--- config.mk ---
export PLATFORM = sky130hd
export DESIGN_NAME = psum_buf_port_ctrl
export DESIGN_NICKNAME = d
export VERILOG_FILES = /design/src/rtl/psum_buf_port_ctrl.sv
export SDC_FILE = /design/constraint.sdc
export NUM_CORES = 1
export LEC_CHECK = 0
export ABC_AREA = 0
export BUFFER_PORTS_ARGS = -buffer_cell sky130_fd_sc_hd__buf_2
export CORE_AREA = 2 2 207 209
export DETAILED_ROUTE_END_ITERATION = 12
export DIE_AREA = 0 0 209 211
export PLACE_DENSITY = 0.62
export SYNTH_ARGS = -nofsm -noshare
export SYNTH_HDL_FRONTEND = slang
export SYNTH_SLANG_ARGS = --single-unit
--- constraint.sdc ---
create_clock -name CLK -period 2.75 [get_ports CLK]
set_input_delay 0.55 -clock CLK [delete_from_list [all_inputs] [get_ports CLK]]
set_output_delay 0.55 -clock CLK [all_outputs]
set_load 0.05 [all_outputs]
--- src/rtl/psum_buf_port_ctrl.sv ---
// rtl/psum_buf_port_ctrl.sv - port controller for the 8-entry occupancy-tracked psum buffer
module psum_buf_port_ctrl #(
  parameter int DATA_W = 128
) (
  input  logic              CLK,
  input  logic              rst,
  input  logic              in_valid,
  output logic              in_ready,
  input  logic [DATA_W-1:0] in_data,
  output logic              out_valid,
  input  logic              out_ready,
  output logic [DATA_W-1:0] out_data,
  output logic              sram_CEN,
  output logic              sram_WEN,
  output logic [2:0]        sram_A,
  output logic [DATA_W-1:0] sram_D,
  input  logic [DATA_W-1:0] sram_Q,
  input  logic              sram_full,
  input  logic              sram_almost_full,
  output logic [3:0]        count,
  output logic              err
);

  logic [2:0]        wr_ptr;
  logic [2:0]        rd_ptr;
  logic              prio_rd;
  logic              rd_pend;
  logic [1:0]        occ;
  logic [DATA_W-1:0] q0;
  logic [DATA_W-1:0] q1;
  logic [2:0]        a_hold;

  logic rd_elig;
  logic wr_elig;
  logic wr_gnt;
  logic rd_gnt;
  logic contended;
  logic push;
  logic pop;

  // The 7-of-8 flag carries no control meaning here; it is only observed.
  logic unused_flags;
  assign unused_flags = sram_almost_full;

  // Credit counts the read already in flight so the out queue never overflows.
  assign rd_elig   = (count != 4'd0) && (({1'b0, occ} + {2'b00, rd_pend}) < 3'd2);
  assign wr_elig   = (count < 4'd8);
  assign in_ready  = !rst && wr_elig && !(rd_elig && prio_rd);
  assign wr_gnt    = in_valid && in_ready;
  assign rd_gnt    = !rst && rd_elig && !wr_gnt;
  assign contended = !rst && in_valid && wr_elig && rd_elig;

  assign sram_CEN  = !(wr_gnt || rd_gnt);
  assign sram_WEN  = !wr_gnt;
  assign sram_A    = wr_gnt ? wr_ptr : (rd_gnt ? rd_ptr : a_hold);
  assign sram_D    = in_data;

  assign out_valid = (occ != 2'd0);
  assign out_data  = q0;
  assign push      = rd_pend;
  assign pop       = out_valid && out_ready;

  always_ff @(posedge CLK) begin
    if (rst) begin
      wr_ptr  <= 3'd0;
      rd_ptr  <= 3'd0;
      count   <= 4'd0;
      prio_rd <= 1'b0;
      rd_pend <= 1'b0;
      a_hold  <= 3'd0;
    end else begin
      rd_pend <= rd_gnt;
      if (contended) prio_rd <= !prio_rd;
      if (wr_gnt) begin
        wr_ptr <= wr_ptr + 3'd1;
        count  <= count + 4'd1;
        a_hold <= wr_ptr;
      end else if (rd_gnt) begin
        rd_ptr <= rd_ptr + 3'd1;
        count  <= count - 4'd1;
        a_hold <= rd_ptr;
      end
    end
  end

  // Two-entry output queue; q0 is always the head.
  always_ff @(posedge CLK) begin
    if (rst) begin
      occ <= 2'd0;
      q0  <= '0;
      q1  <= '0;
    end else begin
      case ({push, pop})
        2'b10: begin
          if (occ == 2'd0) q0 <= sram_Q;
          else             q1 <= sram_Q;
          occ <= occ + 2'd1;
        end
        2'b01: begin
          q0  <= q1;
          occ <= occ - 2'd1;
        end
        2'b11: begin
          if (occ == 2'd1) begin
            q0 <= sram_Q;
          end else begin
            q0 <= q1;
            q1 <= sram_Q;
          end
        end
        default: ;
      endcase
    end
  end

  always_ff @(posedge CLK) begin
    if (rst) begin
      err <= 1'b0;
    end else if (sram_full != (count == 4'd8)) begin
      err <= 1'b1;
    end
  end

endmodule

==> flow_metrics.py, run 1 <==
metrics = {
    "status": {
        "status": "complete, no violations",
    },
    "critical_path": {
        "slowest_stage": "or3_4",
        "crit_path_max_fanout": 6,
        "path_cells": "or3_4 -> a311o_2 -> buf_12 -> nor2_4 -> a21oi_4 -> buf_6",
        "setup.worst_path.class": "flip-flop to primary output",
        "arrival_ps": 2170,
        "endpoint_kind": "primary output",
        "max_stage_delay_ps": 380,
        "required_ps": 2200,
        "critPathLaunchType": "flip-flop",
    },
    "clock_tree": {
        "hold_buffers": 0,
        "clk_pin_slew_ps": 60,
        "cts_buffers": 31,
        "htree_levels": 1,
        "clock-sinks": 274,
        "root_buffer": "clkbuf_16",
        "cts_tree": "yes",
        "clkLatencyLatePin_ps": 580,
        "clockBufferDepth": 3,
    },
    "routing": {
        "drt_wl_total_um": 36500,
        "drt_iter0_markers": 548,
        "ant_nets": 0,
        "drcViolationCount": 0,
        "routed_via_density": 4.96,
        "wire_per_inst_um": 17.7,
        "dr.pass1.iters": 5,
        "vias": 10300,
    },
    "die": {
        "core_area_um2": 41800,
        "die-area_um2": 44100,
        "io_pins": 530,
        "start_util_pct": 27.5,
        "rows": 75,
        "die_width_um": 209,
        "fp.dieH_um": 211,
    },
    "cells_and_area": {
        "fin_cells": 2068,
        "mostFrequentLayoutCells": "dfxtp_1 (269), buf_2 (266), nand2_1 (264)",
        "final_net_count": 1772,
        "syn_to_final_growth_pct": 21.9,
        "final_common_cell": "dfxtp_1",
        "drive_above_1_share_pct": 26.9,
    },
    "power": {
        "ir_drop_v": 0.000741,
        "power_density_nw_per_um2": 1560,
        "p_leak_nw": 5.62,
    },
    "sta": {
        "fin_ws_ps": 27.8,
        "max_freq_mhz": 367,
        "slew-limit-headroom_pct": 26.0,
        "period_share_pct": 99.0,
        "setup_viol": 0,
        "rsz0062_at_grt": "true",
        "finalHoldViolCount": 0,
        "period_minus_slack_ps": 2720,
        "clock-skew-final_ps": 21.6,
        "worst_pin_slew_ps": 1110,
        "slew_viol_final": 0,
    },
    "global_routing": {
        "overflow": 0,
        "use_met1_pct": 18.8,
        "grt_use_met2_pct": 26.5,
        "grt_pass1_wl_um": 56600,
        "grt_max_degree": 183,
        "grt.total_usage_pct": 15.8,
        "busiest_layer": "met2",
        "antenna_found_initial": 5,
        "use_met3_pct": 5.13,
        "grt_pass1_vias": 9890,
    },
    "placement": {
        "hpwl_um": 23800,
        "post-place-cells": 1990,
        "place_ws_ps": 92.4,
        "routabilityCongestion": 0.802,
        "port_buffers": 272,
    },
    "logic_synthesis": {
        "avgSynthCellArea_um2": 8.27,
        "ys_seq_area_share_pct": 47.7,
        "syn-num-nets": 1662,
        "synth.cell_area_um2": 11500,
        "ys_ff_latch": 274,
        "ys_types": 42,
        "yosysWarnings": 0,
        "synthCells": 1390,
    },
    "flow_run": {
        "maxCapViolations": 0,
    },
    "worst_hold_path": {
        "hp-class": "primary input to flip-flop",
    },
}
where the power goes:
| group | internal (mW) | switching [mW] | total, mW | leakage [nW] |
|---|---|---|---|---|
| logic | 3.29 | 8.00 | 11.3 | 2.84 |
| clock network | 2.67 | 1.72 | 4.39 | 0.531 |
| registers | 5.43 | 0.776 | 6.20 | 2.25 |
registers in the layout, indices dropped and copies added, names as in the netlist, 2 cells and up:
signal	count
a_hold	3
count	4
occ	2
out_data	128
q1	128
rd_ptr	3
wr_ptr	3
logic make-up (layout without fill, tap and decap cells):
family | after synthesis | in the layout | share of synthesized area [%]
and+or+nand+nor | 556 | 556 | 20.1
AOI/OAI and AO/OA | 285 | 285 | 17.4
DFF | 274 | 274 | 47.7
buffers and inverters | 252 | 386 | 12.6
adders and majority gates | 10 | 10 | 1.15
xor gates and xnor gates | 7 | 7 | 0.599
muxes | 6 | 6 | 0.522
other | 0 | 5 | 0
worst max-delay path, delay by kind of cell (launching register included):
family,cells,cell delay [ps]
AO/OA/AOI/OAI,2,420
flip-flops,1,350
AND/OR/NAND/NOR,2,510
buffers and inverters,2,320
routing by layer:
metal	routed length [um]	vias up
li1	-	4915
met1	14700	4863
met2	17500	376
met3	3010	95
met4	1360	2
met5	13	-
synth_stat cells:
cell | instances | share of area (%)
xor2_2 | 1 | 0.14
a21o_1 | 2 | 0.13
a221oi_1 | 128 | 9.8
nor3_1 | 131 | 5.7
o31ai_2 | 1 | 0.11
nand2b_1 | 2 | 0.11
o21ai_0 | 6 | 0.26
nor4b_1 | 1 | 0.076
a211oi_1 | 1 | 0.065
fa_1 | 1 | 0.17
a21oi_1 | 137 | 6.0
clkbuf_1 | 98 | 3.2
dfxtp_1 | 274 | 48
a21boi_4 | 1 | 0.16
o211ai_1 | 1 | 0.065
inv_1 | 7 | 0.23
buf_6 | 1 | 0.098
o21ai_2 | 1 | 0.076
buf_4 | 128 | 8.4
xor2_1 | 5 | 0.38
nor3b_1 | 1 | 0.065
a311oi_2 | 3 | 0.39
a31oi_1 | 1 | 0.054
nor2b_1 | 2 | 0.11
ha_1 | 9 | 0.98
or4_1 | 1 | 0.065
mux2i_1 | 6 | 0.52
or2_2 | 1 | 0.054
buf_1 | 6 | 0.20
nor2_1 | 140 | 4.6
a311o_2 | 1 | 0.098
a21oi_4 | 1 | 0.14
nand3_1 | 6 | 0.26
or3_1 | 3 | 0.16
or4b_1 | 1 | 0.087
nor2_2 | 1 | 0.054
nand3b_1 | 1 | 0.065
xnor2_1 | 1 | 0.076
nand2_1 | 264 | 8.6
nor4_1 | 1 | 0.054
buf_2 | 12 | 0.52
o211a_1 | 1 | 0.087
final timing paths:
kind                   start   endpoint  slack (ps)  cells after the start
setup / recovery    count[1]  sram_A[0]          30                      6
setup reg to reg    count[1]   count[3]         210                      8
hold reg to reg       q1[98]     q1[98]         450                      2
hold / removal    sram_Q[74]     q1[74]         210                      3
repair_timing:
| action | CTS | global route |
|---|---|---|
| setup endpoints to repair | 6 | 35 |
| gates resized for setup | 31 | 7 |
| hold endpoints to repair | 0 | 0 |
| gates cloned | 1 | 0 |
| setup buffers | 9 | 6 |
| pin swaps | 4 | 3 |
area by class of cell:
type / count / area (um2)
antenna: 5 / 12.5
clock inverter: 16 / 221
timing repair buffer: 322 / 2010
inverter: 7 / 26.3
multi-input combinational: 864 / 4710
tap: 539 / 674
sequential: 274 / 5500
fill: 4326 / 27700
clock buffer: 41 / 863
per-stage QoR:
step	instance area [um2]	utilization, %	hold slack (ps)	setup TNS, ps	power (mW)
floorplan	11500	-	436	-346	14.5
global placement	12600	30.3	441	0	17.2
detailed placement	12600	30.3	446	0	17.4
CTS	13900	33.4	175	0	22.1
global route	14000	33.5	190	-89.7	23.3
finish	14000	33.6	212	0	21.9
(Power assumes the default switching activity.)
==> run 2, diff against run 1 <==
==> constraint.sdc (replaced) <==
create_clock -name CLK -period 3 [get_ports CLK]
set_input_delay 0.6 -clock CLK [delete_from_list [all_inputs] [get_ports CLK]]
set_output_delay 0.6 -clock CLK [all_outputs]
set_load 0.05 [all_outputs]
==> run 2 against run 1 <==
  * Utilization fell by 0.81 points
  * Global-route usage fell by 0.16 points
  * Register-to-register slack improved by 100 ps
  * Worst setup slack improved by 70 ps
  * First-iteration DRC count rose by 37%
  * Sequential power fell by 8.2%
  * Clock power fell by 9.6%
  * Total power fell by 11%
  * Hold slack improved by 25 ps
  * Cell area fell by 2.4%
  * Clock skew fell by 10 ps
  * Via count rose by 0.17%
  * Highest routed layer unchanged
==> flow_metrics.py, run 2 (synthesis results as in run 1) <==
metrics = {
    "clock_tree": {
        "clk_pin_slew_ps": 60,
        "root_buffer": "clkbuf_16",
        "hold_buffers": 0,
        "htree_levels": 1,
        "clkLatencyLatePin_ps": 570,
        "cts_tree": "yes",
        "cts_buffers": 31,
        "clock-sinks": 274,
        "clockBufferDepth": 3,
    },
    "critical_path": {
        "arrival_ps": 2300,
        "cp_top_family": "compound AO/OA/AOI/OAI gates",
        "setup.worst_path.class": "flip-flop to primary output",
        "reg2reg_from": "occ[0]",
        "max_stage_delay_ps": 420,
        "required_ps": 2400,
        "crit_path_start": "count[0]",
        "crit_path_end": "sram_A[0]",
        "critPathLaunchType": "flip-flop",
        "regToRegEndpoint": "q1[69]",
        "slowest_stage": "a311o_2",
        "worst-path-buf-inv": 2,
        "endpoint_kind": "primary output",
        "cp_common_cell": "buf_6",
        "path_cells": "or3_1 -> a311o_2 -> buf_6 -> a21oi_2 -> buf_6",
        "worstRegToRegCells": 9,
        "cp.depth": 5,
        "reg2reg_slack_ps": 310,
        "crit_path_max_fanout": 14,
    },
    "routing": {
        "ant_nets": 0,
        "wire_per_inst_um": 17.9,
        "top_layer_used": "met5",
        "dr_wl_met3_um": 3350,
        "dr.pass1.iters": 6,
        "wl_met1_um": 14300,
        "drt_iter0_markers": 749,
        "drt_wl_total_um": 36500,
        "vias": 10300,
        "routed_via_density": 5.04,
        "drcViolationCount": 0,
        "dr_wl_met2_um": 17200,
    },
    "power": {
        "p_sw_mw": 9.53,
        "intPower_mw": 10.0,
        "combPwrFrac_pct": 50.6,
        "p_leak_nw": 5.45,
        "power_frac_seq_pct": 29.1,
        "swShare_pct": 48.7,
        "p_total_mw": 19.6,
        "ir_drop_v": 0.000620,
        "power.share.clock_pct": 20.3,
        "power_density_nw_per_um2": 1430,
    },
    "sta": {
        "slew-limit-headroom_pct": 28.5,
        "finalHoldViolCount": 0,
        "fin_ws_ps": 97.6,
        "setup_viol": 0,
        "max_freq_mhz": 345,
        "slew_viol_final": 0,
        "period_minus_slack_ps": 2900,
        "worst_pin_slew_ps": 1070,
        "clock-skew-final_ps": 11.6,
        "period_share_pct": 96.7,
    },
    "global_routing": {
        "grt_pass1_wl_um": 55600,
        "antenna_found_initial": 12,
        "grt_pass1_vias": 9922,
        "grt.total_usage_pct": 15.7,
        "grt_max_degree": 100,
        "overflow": 0,
    },
    "die": {
        "die-area_um2": 44100,
        "start_util_pct": 27.5,
        "core_area_um2": 41800,
        "rows": 75,
        "fp.dieH_um": 211,
        "die_width_um": 209,
        "io_pins": 530,
    },
    "status": {
        "status": "complete, no violations",
    },
    "cells_and_area": {
        "final_common_cell": "dfxtp_1",
        "drive_above_1_share_pct": 25.1,
        "fill_cells": 4405,
        "final_net_count": 1745,
        "syn_to_final_growth_pct": 18.9,
        "mostFrequentLayoutCells": "dfxtp_1 (271), buf_2 (268), nand2_1 (264)",
    },
    "placement": {
        "hpwl_um": 23600,
        "routabilityCongestion": 0.767,
        "port_buffers": 272,
        "place_ws_ps": 203,
    },
    "worst_hold_path": {
        "holdPathStages": 2,
        "hp-class": "primary input to flip-flop",
    },
    "flow_run": {
        "maxCapViolations": 0,
    },
}
-- run 2: metal layers --
metal | vias up | global-route usage [%]
met3 | 124 | 5.40
met2 | 430 | 25.3
met4 | 12 | 7.29
met1 | 4836 | 18.7
met5 | - | 0.667
li1 | 4866 | -
-- run 2: through the flow --
| step | utilization [%] | hold slack (ps) | TNS [ps] | cell area (um2) | cells |
|---|---|---|---|---|---|
| finish | 32.7 | 238 | 0 | 13700 | 2039 |
| global route | 32.7 | 212 | -10.4 | 13700 | 2039 |
| CTS | 32.6 | 197 | 0 | 13600 | 2034 |
| detailed placement | 29.9 | 446 | 0 | 12500 | 1978 |
| global placement | 29.9 | 441 | 0 | 12500 | 1978 |
| floorplan | - | 436 | -26.1 | 11500 | 1390 |
-- run 2: timing repair --
item / in CTS / in global routing
buffers inserted: 0 / 1
setup endpoints to repair: 3 / 17
resized for setup: 13 / 10
pin swaps: 1 / 1
-- run 2: power groups by stage --
stage | registers, mW | clock network (mW) | logic, mW
floorplan | 8.46 | 0 | 4.80
global placement | 5.68 | 0 | 9.88
detailed placement | 5.76 | 0 | 9.95
CTS | 5.69 | 4.09 | 10.0
global route | 5.85 | 4.23 | 10.8
finish | 5.69 | 3.97 | 9.91
-- run 2: final cells by class --
type | count | area [um2] | area share [%]
clock inverter | 12 | 160 | 1.17
antenna | 4 | 10.0 | 0.0732
tap | 539 | 674 | 4.93
timing repair buffer | 295 | 1730 | 12.6
clock buffer | 44 | 915 | 6.69
inverter | 7 | 26.3 | 0.192
multi-input combinational | 864 | 4670 | 34.2
sequential | 274 | 5490 | 40.1
-- run 2: how the worst min path moves through the flow --
| stage | slack [ps] | startpoint | to |
|---|---|---|---|
| after floorplan | 440 | q1[0] | q1[0] |
| after global placement | 440 | q1[79] | q1[79] |
| after detailed placement | 450 | q1[0] | q1[0] |
| after CTS | 200 | rst | count[1] |
| after global routing | 210 | rst | count[0] |
| final | 240 | rst | count[0] |
==> run 3, diff against run 2 <==
--- a/config.mk
+++ b/config.mk
@@ -7,10 +7,10 @@
 export LEC_CHECK = 0
 export ABC_AREA = 0
 export BUFFER_PORTS_ARGS = -buffer_cell sky130_fd_sc_hd__buf_2
-export CORE_AREA = 2 2 207 209
+export CORE_ASPECT_RATIO = 1.2
+export CORE_UTILIZATION = 25
 export DETAILED_ROUTE_END_ITERATION = 12
-export DIE_AREA = 0 0 209 211
-export PLACE_DENSITY = 0.62
+export PLACE_DENSITY_LB_ADDON = 0.05
 export SYNTH_ARGS = -nofsm -noshare
 export SYNTH_HDL_FRONTEND = slang
 export SYNTH_SLANG_ARGS = --single-unit
==> constraint.sdc (replaced) <==
create_clock -name CLK -period 3.7 [get_ports CLK]
set_input_delay 0.74 -clock CLK [delete_from_list [all_inputs] [get_ports CLK]]
set_output_delay 0.74 -clock CLK [all_outputs]
set_load 0.05 [all_outputs]
==> run 3 against run 2 <==
  * Flip-flop and latch count is the same
  * First-iteration DRC count shrank 40%
  * Utilization fell by 2.5 points
  * Final cell count increased by 3.5%
==> flow_metrics.py, run 3 (synthesis results as in run 1) <==
metrics = {
    "clock_tree": {
        "cts_tree": "yes",
        "clockBufferDepth": 3,
        "cts-resized-gates": 0,
        "root_buffer": "clkbuf_16",
        "htree_levels": 2,
        "hold_buffers": 0,
        "clock-sinks": 274,
        "cts_buffers": 34,
        "clk_pin_slew_ps": 60,
        "clkLatencyLatePin_ps": 540,
        "post_cts_buffers": 0,
    },
    "cells_and_area": {
        "syn_to_final_growth_pct": 18.5,
        "final_common_cell": "dfxtp_1",
        "drive_above_1_share_pct": 24.0,
        "final_net_count": 1748,
        "mostFrequentLayoutCells": "dfxtp_1 (274), buf_2 (271), nand2_1 (264)",
    },
    "die": {
        "rows": 85,
        "die_width_um": 198,
        "fp.dieH_um": 237,
        "core_area_um2": 45100,
        "io_pins": 530,
        "start_util_pct": 25.5,
        "die-area_um2": 46900,
    },
    "routing": {
        "drt_wl_total_um": 41000,
        "drt_iter0_markers": 448,
        "ant_nets": 0,
        "routed_via_density": 4.80,
        "drcViolationCount": 0,
        "dr.pass1.iters": 5,
        "vias": 10100,
        "wire_per_inst_um": 19.4,
    },
    "critical_path": {
        "arrival_ps": 2460,
        "path_cells": "or3_1 -> a311o_2 -> nor2_1 -> a21oi_1 -> buf_2",
        "crit_path_max_fanout": 17,
        "endpoint_kind": "primary output",
        "max_stage_delay_ps": 580,
        "slowest_stage": "a311o_2",
        "critPathLaunchType": "flip-flop",
        "reg2reg_slack_ps": 790,
        "setup.worst_path.class": "flip-flop to primary output",
        "required_ps": 2960,
    },
    "global_routing": {
        "grt.total_usage_pct": 17.1,
        "grt_pass1_wl_um": 61300,
        "overflow": 0,
        "antenna_found_initial": 12,
        "grt_max_degree": 101,
        "grt_pass1_vias": 9671,
    },
    "placement": {
        "port_buffers": 272,
        "routabilityCongestion": 0.717,
        "hpwl_um": 25100,
    },
    "sta": {
        "clock-skew-final_ps": 15.0,
        "setup-tns-final_ps": 0,
        "holdWs_ps": 451,
        "worst_pin_slew_ps": 1040,
        "max_freq_mhz": 313,
        "period_share_pct": 86.5,
        "finalHoldViolCount": 0,
        "rsz0062_at_grt": "false",
        "setup_viol": 0,
        "slew-limit-headroom_pct": 30.3,
        "period_minus_slack_ps": 3200,
        "slew_viol_final": 0,
    },
    "flow_run": {
        "maxCapViolations": 0,
    },
    "power": {
        "p_leak_nw": 5.43,
        "ir_drop_v": 0.000555,
        "power_density_nw_per_um2": 1170,
        "p_total_mw": 15.9,
    },
    "worst_hold_path": {
        "hp-class": "primary input to flip-flop",
    },
    "status": {
        "status": "complete, no violations",
    },
}
-- run 3: critical path, delay by kind of cell, from the launching register on --
| kind | cells | cell delay (ps) |
|---|---|---|
| flip-flops | 1 | 390 |
| AO/OA/AOI/OAI | 2 | 660 |
| AND/OR/NAND/NOR | 2 | 650 |
| buffers and inverters | 1 | 240 |
-- run 3: path summary, 6_finish.rpt --
| check | start | to | cells after the start |
|---|---|---|---|
| min reg2reg | q1[118] | q1[118] | 2 |
| min | sram_Q[52] | q1[52] | 3 |
| max reg2reg | occ[0] | out_data[110] | 9 |
| max | count[0] | sram_A[2] | 5 |
-- run 3: per-layer routing --
layer	vias up	part of all wire, %	GRT usage [%]
met5	-	0.11	0
met4	8	4.3	8.15
met3	132	8.0	5.67
met2	306	48	27.9
met1	4812	40	20.0
li1	4872	-	-
-- run 3: cell type report --
class                   instances  area [um2]
inverters                       7        26.3
clock buffers                  52        1030
multi-input cells             864        4610
repair buffers                295        1670
fillers                      4940       31500
clock inverters                 6        30.0
well taps                     609         762
diodes                          4        10.0
flip-flops and latches        274        5490
-- run 3: power breakdown --
group | leakage (nW) | internal, mW | total (mW) | switching [mW]
registers | 2.25 | 4.02 | 4.58 | 0.555
logic | 2.65 | 2.10 | 8.07 | 5.96
clock network | 0.527 | 1.92 | 3.25 | 1.33
-- run 3: through the flow --
stage | worst slack (ps) | util [%] | cell area (um2) | instances
2_1_floorplan | 452 | - | 11500 | 1390
3_3_place_gp | 735 | 27.8 | 12600 | 2049
3_5_place_dp | 727 | 27.8 | 12600 | 2049
4_1_cts | 412 | 30.2 | 13600 | 2107
5_1_grt | 338 | 30.2 | 13600 | 2110
6_report | 500 | 30.2 | 13600 | 2111
